===== src/rtl/mem_resp.sv =====
// mem_resp: bridges a 32-bit word-oriented memory controller to a 16-bit
// asynchronous SRAM. Each word access is split into a LO and a HI half-word
// access, and each half lasts WAIT clock cycles. A one-deep pending register
// holds a read request that arrives while the block is busy.
//
// Ports:
//   clk, rst         single clock, synchronous active-high reset
//   addr             32-bit word address (15 bits)
//   fromCPU          write data word
//   wRAM             write request level, held until saverdy
//   readstart        one-cycle read request pulse
//   toCPU            read data word, valid while readrdy is high
//   readrdy          one-cycle read completion pulse
//   saverdy          one-cycle write completion pulse
//   ovr              sticky: a read request was dropped
//   sram_addr        half-word SRAM address {word_addr, hi/lo}
//   sram_dq_out      SRAM write data
//   sram_dq_oe       SRAM data bus drive enable
//   sram_dq_in       SRAM read data
//   sram_ce_n/oe_n/we_n  active-low SRAM strobes
module mem_resp #(
    // Cycles per half-word access; legal range 2..15.
    parameter int unsigned WAIT = 2
) (
    input  logic        clk,
    input  logic        rst,
    input  logic [14:0] addr,
    input  logic [31:0] fromCPU,
    input  logic        wRAM,
    input  logic        readstart,
    output logic [31:0] toCPU,
    output logic        readrdy,
    output logic        saverdy,
    output logic        ovr,
    output logic [15:0] sram_addr,
    output logic [15:0] sram_dq_out,
    output logic        sram_dq_oe,
    input  logic [15:0] sram_dq_in,
    output logic        sram_ce_n,
    output logic        sram_oe_n,
    output logic        sram_we_n
);

    localparam int unsigned CNT_W = 4;
    localparam logic [CNT_W-1:0] CNT_LAST = CNT_W'(WAIT - 1);
    // Counter value one cycle before the last cycle of a phase.
    localparam logic [CNT_W-1:0] CNT_PRE  = CNT_W'(WAIT - 2);

    typedef enum logic [2:0] {
        IDLE,
        RD_LO,
        RD_HI,
        RD_DONE,
        WR_LO,
        WR_HI,
        WR_DONE
    } state_t;

    state_t           state;
    logic [CNT_W-1:0] cnt;
    logic [14:0]      word_addr;
    logic [31:0]      wdata;
    logic             pending;
    logic [14:0]      pend_addr;
    logic [14:0]      rd_addr_c;

    // A queued read takes priority over a fresh request arriving in IDLE.
    assign rd_addr_c = pending ? pend_addr : addr;

    // Sequencer; every output is registered and set for the state being entered.
    always_ff @(posedge clk) begin
        if (rst) begin
            state       <= IDLE;
            cnt         <= '0;
            word_addr   <= '0;
            wdata       <= '0;
            pending     <= 1'b0;
            pend_addr   <= '0;
            toCPU       <= '0;
            readrdy     <= 1'b0;
            saverdy     <= 1'b0;
            ovr         <= 1'b0;
            sram_addr   <= '0;
            sram_dq_out <= '0;
            sram_dq_oe  <= 1'b0;
            sram_ce_n   <= 1'b1;
            sram_oe_n   <= 1'b1;
            sram_we_n   <= 1'b1;
        end else begin
            readrdy <= 1'b0;
            saverdy <= 1'b0;

            unique case (state)
                IDLE: begin
                    if (wRAM) begin
                        state       <= WR_LO;
                        cnt         <= '0;
                        word_addr   <= addr;
                        wdata       <= fromCPU;
                        sram_addr   <= {addr, 1'b0};
                        sram_dq_out <= fromCPU[15:0];
                        sram_dq_oe  <= 1'b1;
                        sram_ce_n   <= 1'b0;
                        sram_oe_n   <= 1'b1;
                        sram_we_n   <= 1'b0;
                        // A read arriving alongside the write is queued.
                        if (readstart) begin
                            if (pending) begin
                                ovr <= 1'b1;
                            end else begin
                                pending   <= 1'b1;
                                pend_addr <= addr;
                            end
                        end
                    end else if (pending || readstart) begin
                        state      <= RD_LO;
                        cnt        <= '0;
                        word_addr  <= rd_addr_c;
                        sram_addr  <= {rd_addr_c, 1'b0};
                        sram_dq_oe <= 1'b0;
                        sram_ce_n  <= 1'b0;
                        sram_oe_n  <= 1'b0;
                        sram_we_n  <= 1'b1;
                        // Servicing the queued read frees the slot for a new one.
                        pending    <= pending & readstart;
                        if (pending && readstart) begin
                            pend_addr <= addr;
                        end
                    end
                end

                RD_LO: begin
                    if (cnt == CNT_LAST) begin
                        toCPU[15:0] <= sram_dq_in;
                        state       <= RD_HI;
                        cnt         <= '0;
                        sram_addr   <= {word_addr, 1'b1};
                    end else begin
                        cnt <= cnt + CNT_W'(1);
                    end
                end

                RD_HI: begin
                    if (cnt == CNT_LAST) begin
                        toCPU[31:16] <= sram_dq_in;
                        state        <= RD_DONE;
                        cnt          <= '0;
                        readrdy      <= 1'b1;
                        sram_ce_n    <= 1'b1;
                        sram_oe_n    <= 1'b1;
                        sram_we_n    <= 1'b1;
                    end else begin
                        cnt <= cnt + CNT_W'(1);
                    end
                end

                RD_DONE: begin
                    state <= IDLE;
                end

                WR_LO: begin
                    if (cnt == CNT_LAST) begin
                        state       <= WR_HI;
                        cnt         <= '0;
                        sram_addr   <= {word_addr, 1'b1};
                        sram_dq_out <= wdata[31:16];
                        sram_we_n   <= 1'b0;
                    end else begin
                        cnt       <= cnt + CNT_W'(1);
                        // Release we_n on the final cycle so data is stable at its rising edge.
                        sram_we_n <= (cnt == CNT_PRE);
                    end
                end

                WR_HI: begin
                    if (cnt == CNT_LAST) begin
                        state      <= WR_DONE;
                        cnt        <= '0;
                        saverdy    <= 1'b1;
                        sram_dq_oe <= 1'b0;
                        sram_ce_n  <= 1'b1;
                        sram_oe_n  <= 1'b1;
                        sram_we_n  <= 1'b1;
                    end else begin
                        cnt       <= cnt + CNT_W'(1);
                        sram_we_n <= (cnt == CNT_PRE);
                    end
                end

                WR_DONE: begin
                    state <= IDLE;
                end

                default: begin
                    state <= IDLE;
                end
            endcase

            // Requests arriving while busy go to the one-deep queue or are dropped.
            if (state != IDLE && readstart) begin
                if (pending) begin
                    ovr <= 1'b1;
                end else begin
                    pending   <= 1'b1;
                    pend_addr <= addr;
                end
            end
        end
    end

endmodule


===== config.mk =====
export PLATFORM = sky130hd
export DESIGN_NAME = mem_resp
export DESIGN_NICKNAME = d
export VERILOG_FILES = /design/src/rtl/mem_resp.sv
export SDC_FILE = /design/constraint.sdc
export NUM_CORES = 1
export LEC_CHECK = 0
export ABC_AREA = 1
export CAP_MARGIN = 10
export CORE_ASPECT_RATIO = 0.8
export CORE_MARGIN = 10
export CORE_UTILIZATION = 54
export CTS_CLUSTER_DIAMETER = 80
export DETAILED_ROUTE_END_ITERATION = 10
export GPL_ROUTABILITY_DRIVEN = 0
export PLACE_DENSITY = 0.82
export SLEW_MARGIN = 5
export SYNTH_ARGS = -nofsm -noshare
export SYNTH_HDL_FRONTEND = slang
export SYNTH_SLANG_ARGS = --single-unit

===== constraint.sdc =====
create_clock -name clk -period 2.59 [get_ports clk]
set_input_delay 0.3885 -clock clk [delete_from_list [all_inputs] [get_ports clk]]
set_output_delay 0.3885 -clock clk [all_outputs]
set_load 0.02 [all_outputs]

Word level (Yosys, flattened, before mapping)
Index checks and enable logic that the tools add are counted.
{"block": "classes", "n_addsub": 1, "mul": 0, "div": 0, "n_lt_le_gt_ge": 0, "n_eq_ne": 13, "shifts": 0, "n_mux": 54, "bitwise": 3, "reduce_logical": 29}
{"cell": "2-to-1 mux 15 bit", "count": 10}
{"cell": "2-to-1 mux 16 bit", "count": 5}
{"cell": "case mux 16 bit (2 select lines)", "count": 2}
{"cell": "2-to-1 mux 1 bit", "count": 22}
{"cell": "2-to-1 mux 3 bit", "count": 6}
{"cell": "case mux 3 bit (5 select lines)", "count": 1}
{"cell": "AND reduction 3 bit", "count": 5}
{"cell": "2-to-1 mux 4 bit", "count": 3}
{"cell": "nonzero test 2 bit", "count": 6}
{"cell": "inequality test 2 bit (second input constant)", "count": 5}
{"cell": "AND reduction 2 bit", "count": 5}
{"cell": "case mux 4 bit (2 select lines)", "count": 1}
{"cell": "OR reduction 2 bit", "count": 4}
{"cell": "== test 3 bit (second input constant)", "count": 2}
{"cell": "case mux 1 bit (2 select lines)", "count": 3}
{"cell": "AND reduction 5 bit", "count": 1}
{"cell": "adder 4 x 1 -> 4 bit (second input constant)", "count": 1}
{"cell": "== test 4 x 1 -> 1 bit (second input constant)", "count": 1}
{"cell": "zero test 4 bit", "count": 1}
{"cell": "inequality test 2 x 1 -> 1 bit (second input constant)", "count": 2}
{"cell": "case mux 1 bit (4 select lines)", "count": 1}
{"cell": "nonzero test 4 bit", "count": 1}
{"cell": "OR reduction 4 bit", "count": 1}
{"cell": "== test 3 x 1 -> 1 bit (second input constant)", "count": 1}
{"cell": "8 further kinds", "count": 10}
{"block": "word_totals", "ff_bits": 141, "latchBits": 0, "mem_bits_rw": 0, "rom_bits": 0, "in_bits": 67, "output_inout_bits": 71, "elab_cells": 117, "memories": 0}

Logic depth before layout (Yosys ltp)
{"block": "depth", "depth_word": 7, "ltp_mapped": 11, "ltp_nobuf": 9}

Worst setup path before layout
OpenSTA, ideal clock, no wires.
{"block": "synth_timing", "kind": "reg-to-reg", "from": "register cnt[1]", "to": "register sram_addr[6]", "setup_time_ns": 0.113, "t_arrival_ns": 1.367, "t_required_ns": 2.477, "slack_ns": 1.111, "path_stages_with_launch": 11, "n_path_buf": 2, "period_less_slack_ns": 1.479, "path_cell_list": "dfxtp_1 inv_1 ha_1 nand2_1 buf_4 nand2_1 o21ai_2 buf_2 nand2_1 nand2_1 nor2_1"}
{"block": "synth_via", "elab_chain_len": 3}
{"item": "from (decl)", "line": "60", "source": "logic [CNT_W-1:0] cnt;"}
{"item": "from (signal assigned)", "line": "139", "source": "cnt <= cnt + CNT_W'(1);"}
{"item": "from (signal assigned)", "line": "153", "source": "cnt <= cnt + CNT_W'(1);"}
{"item": "from (signal assigned)", "line": "169", "source": "cnt <= cnt + CNT_W'(1);"}
{"item": "== test 4 x 1 -> 1 bit", "line": "133, 162"}
{"item": "inequality test 2 x 1 -> 1 bit (no source line)"}
{"item": "AND reduction 3 bit (no source line)"}
{"item": "to (signal assigned)", "line": "119", "source": "sram_addr <= {rd_addr_c, 1'b0};"}
{"item": "to (signal assigned)", "line": "137", "source": "sram_addr <= {word_addr, 1'b1};"}
{"item": "to (signal assigned)", "line": "165", "source": "sram_addr <= {word_addr, 1'b1};"}
{"item": "to (decl)", "line": "35", "source": "output logic [15:0] sram_addr,"}
Every way passes these cells.
A chain may end at the register's enable or synchronous reset.

Final worst setup path
{"block": "layout_timing", "from": "register cnt[1]", "to": "register sram_oe_n"}
{"block": "layout_via", "elab_chain_len": 3}
{"item": "== test 4 x 1 -> 1 bit", "line": "144, 176"}
{"item": "inequality test 2 x 1 -> 1 bit (no source line)"}
{"item": "AND reduction 3 bit (no source line)"}
{"item": "to (signal assigned)", "line": "122", "source": "sram_oe_n <= 1'b0;"}
{"item": "to (signal assigned)", "line": "150", "source": "sram_oe_n <= 1'b1;"}
{"item": "to (signal assigned)", "line": "182", "source": "sram_oe_n <= 1'b1;"}
{"item": "to (decl)", "line": "40", "source": "output logic sram_oe_n,"}
Every way passes these cells.

==> flow_summary_export.csv <==
group,metric,value,unit
finish,layout_commonest_cell,"nand2_1",
clock_tree,hold_buffers,0,
detailed_routing,drc_errors,0,
clock_tree,htree_levels,4,
logic_synthesis,synth_area,6022,um^2
critical_path,critical_path.cell_chain,"inv_1 -> ha_1 -> nand2_1 -> nor2_4 -> inv_2 -> nand2_1 -> inv_1 -> nand2_1 -> nand3_1",
power_and_ir_drop,peakVddDrop,0.6711,mV
floorplanning,dieArea,15800,um^2
detailed_routing,vias,6196,
critical_path,required,2.89,ns
clock_tree,clock-sinks,125,
logic_synthesis,synthDistinctLibCells,31,
global_route,grt_max_degree,55,
finish,nNetsFinal,1094,
detailed_routing,viasPerCell,5.260,
clock_tree,cts_setup_buffers,0,
critical_path,worstSetupEndpointType,"flip-flop",
floorplanning,die_h,114.5,um
critical_path,crit_path_max_fanout,18,
logic_synthesis,syn_inst,905,
detailed_routing,drt-initial-drc-count,644,
placed_design,hpwl,11680,um
timing,worst_pin_slew,0.6978,ns
floorplanning,initial_utilization,55.30,%
critical_path,slowest_delay,0.47,ns
timing,clock_skew,0.01047,ns
clock_tree,insertion_delay,0.41,ns
detailed_routing,ant_nets,0,
floorplanning,core_area,10890,um^2
finish,drive_gt1_share,7.253,%
finish,n_fill_cell,923,
timing,maxSlewViolCount,0,
critical_path,cpMostUsedCell,"nand2_1",
power_and_ir_drop,powerDensity,1091,nW/um^2
logic_synthesis,yosys-top-cells-area,"dfxtp_1 (42%), nand2_1 (14%), nor2_1 (10%)",
global_route,grt_pass1_vias,5732,
placed_design,numPortBuffers,137,
finish,finalInstanceArea,7955,um^2
clock_tree,cts_resized,0,
clock_tree,clk_pin_slew,0.05,ns
timing,finalSetupViolCount,0,
logic_synthesis,synth-seq-area-share,41.55,%
detailed_routing,avgRoutedWirePerCell,14.89,um
power_and_ir_drop,p_leak,3.476,nW
finish,multiInputGateArea,2992,um^2
floorplanning,rows,34,
critical_path,cp-start-kind,"flip-flop",
logic_synthesis,syn_area_per_cell,6.654,um^2
logic_synthesis,synth.yosys.warnings,0,
clock_tree,cts-root-buf,"clkbuf_16",
logic_synthesis,synth_top_area_cell,"dfxtp_1",
timing,fin_crit,2.064,ns
global_route,grt_pass1_wl,28700,um
detailed_routing,first_pass_iters,5,
global_route,antenna_found_initial,0,
logic_synthesis,synth_top_area_share,41.55,%
run,cap_violations,0,
min_path,min_path_type,"reg2reg",
outcome,status,"finished clean",
critical_path,timing.critical_path.arrival,2.36,ns
critical_path,cpMaxStageDelayCell,"nor2_4",
timing,slew_headroom,53.42,%
critical_path,critical_path_class,"reg2reg",
timing,fin_ws,0.5256,ns
timing,tns,0,ns
finish,antenna_cells,0,
timing,period_share,79.71,%
timing,hold_viol_final,0,
global_route,grt_use_total,21.73,%
placed_design,post-place-ws,0.5085,ns
logic_synthesis,synth.ff_latch_count,125,
timing,rsz0062_at_grt,"no",
timing,holdWs,0.4438,ns
finish,area_growth,32.10,%
clock_tree,clockBufferDepth,2,
floorplanning,die_w,138.1,um
placed_design,placed_area,7401,um^2
floorplanning,boundaryPins,138,
clock_tree,cts_tree,"yes",
clock_tree,cts_buffers,17,
global_route,overflow,0,
finish,mostFrequentLayoutCells,"nand2_1 (221), nor2_1 (167), clkdlybuf4s50_1 (137), o21ai_0 (125), dfxtp_1 (125)",
timing,timing.fmax,0.4844,GHz
finish,seqCellArea,2502,um^2
detailed_routing,routed_wl,17540,um
logic_synthesis,synth_nets,975,
-- area by class of cell --
| type | instances | share of cell area (%) |
|---|---|---|
| Clock buffer | 21 | 5.788 |
| Clock inverter | 8 | 1.180 |
| Inverter | 66 | 3.146 |
| Multi-Input combinational cell | 663 | 37.61 |
| Sequential cell | 125 | 31.46 |
| Tap cell | 144 | 2.265 |
| Timing Repair Buffer | 151 | 18.56 |
-- metal layers --
metal,wire (um),global-route usage [%],part of all wire [%],vias to the layer above
li1,-,-,-,3125
met1,7863,28.86,45,2785
met2,7710,33.25,44,256
met3,1711,6.468,9.8,30
met4,252,6.802,1.4,0
met5,0,0,0,-
-- worst max-delay path, delay by kind of cell (launching register included) --
family        cells  cell delay [ns]
flops             1             0.33
simple gates      5             1.07
fa+ha+maj         1             0.16
buf+inv           3             0.38
-- stage by stage --
step / util (%) / power [mW] / std cells
4_1_cts: 73.05 / 8.667 / 1178
2_1_floorplan: - / 5.295 / 905
3_3_place_gp: 67.96 / 6.305 / 1149
6_report: 73.05 / 8.675 / 1178
5_1_grt: 73.05 / 9.271 / 1178
3_5_place_dp: 67.96 / 6.369 / 1149
-- registers in the layout, summed over array words and instances (netlist names), 3 cells and up --
name and flops:
word_addr 15, state 3, toCPU 32, wdata 16, sram_dq_out 16, sram_addr 16
cnt 4, pend_addr 15
-- final timing paths --
kind	slack (ns)	startpoint	endpoint	cells past startpoint
worst max-delay path	0.53	cnt[1]$_SDFFE_PP0P_	sram_oe_n$_SDFFE_PP1P_	9
worst min-delay path	0.44	sram_ce_n$_SDFFE_PP1P_	sram_ce_n$_SDFFE_PP1P_	2
worst max register to register	0.53	cnt[1]$_SDFFE_PP0P_	sram_oe_n$_SDFFE_PP1P_	9
worst min register to register	0.44	sram_ce_n$_SDFFE_PP1P_	sram_ce_n$_SDFFE_PP1P_	2
-- cells by family after synthesis --
group / share of synthesized area (%)
compound gates: 18.53
xor+xnor: 0.1455
fa+ha+maj: 0.6234
buf+inv: 8.768
flops: 41.55
simple gates: 30.38
-- cells in the mapped netlist --
library cell and number:
nand2_2 1, buf_2 20, ha_1 3, nor2_8 2, nor2_1 167, buf_4 6, nand3b_1 1, nor3_1 1
nor2_4 5, o21ai_2 1, nand3_1 30, nand2_4 4, o21ai_0 125, a31oi_1 4, nand4_1 1, clkbuf_2 1
o21ai_1 29, inv_1 56, dfxtp_1 125, buf_6 5, a21oi_4 1, a21oi_1 53, or2_2 7, clkbuf_1 17
o211ai_1 4, nor2_2 2, inv_4 1, xnor2_1 1, inv_2 9, nand2_1 221, buf_1 2
-- report_power, final --
part	switching, mW	leakage (nW)	internal [mW]
combinational	2.26	2.17	1.33
sequential	0.313	1.03	2.51
clock	0.822	0.278	1.44
Power figures use the tool's default switching activity.
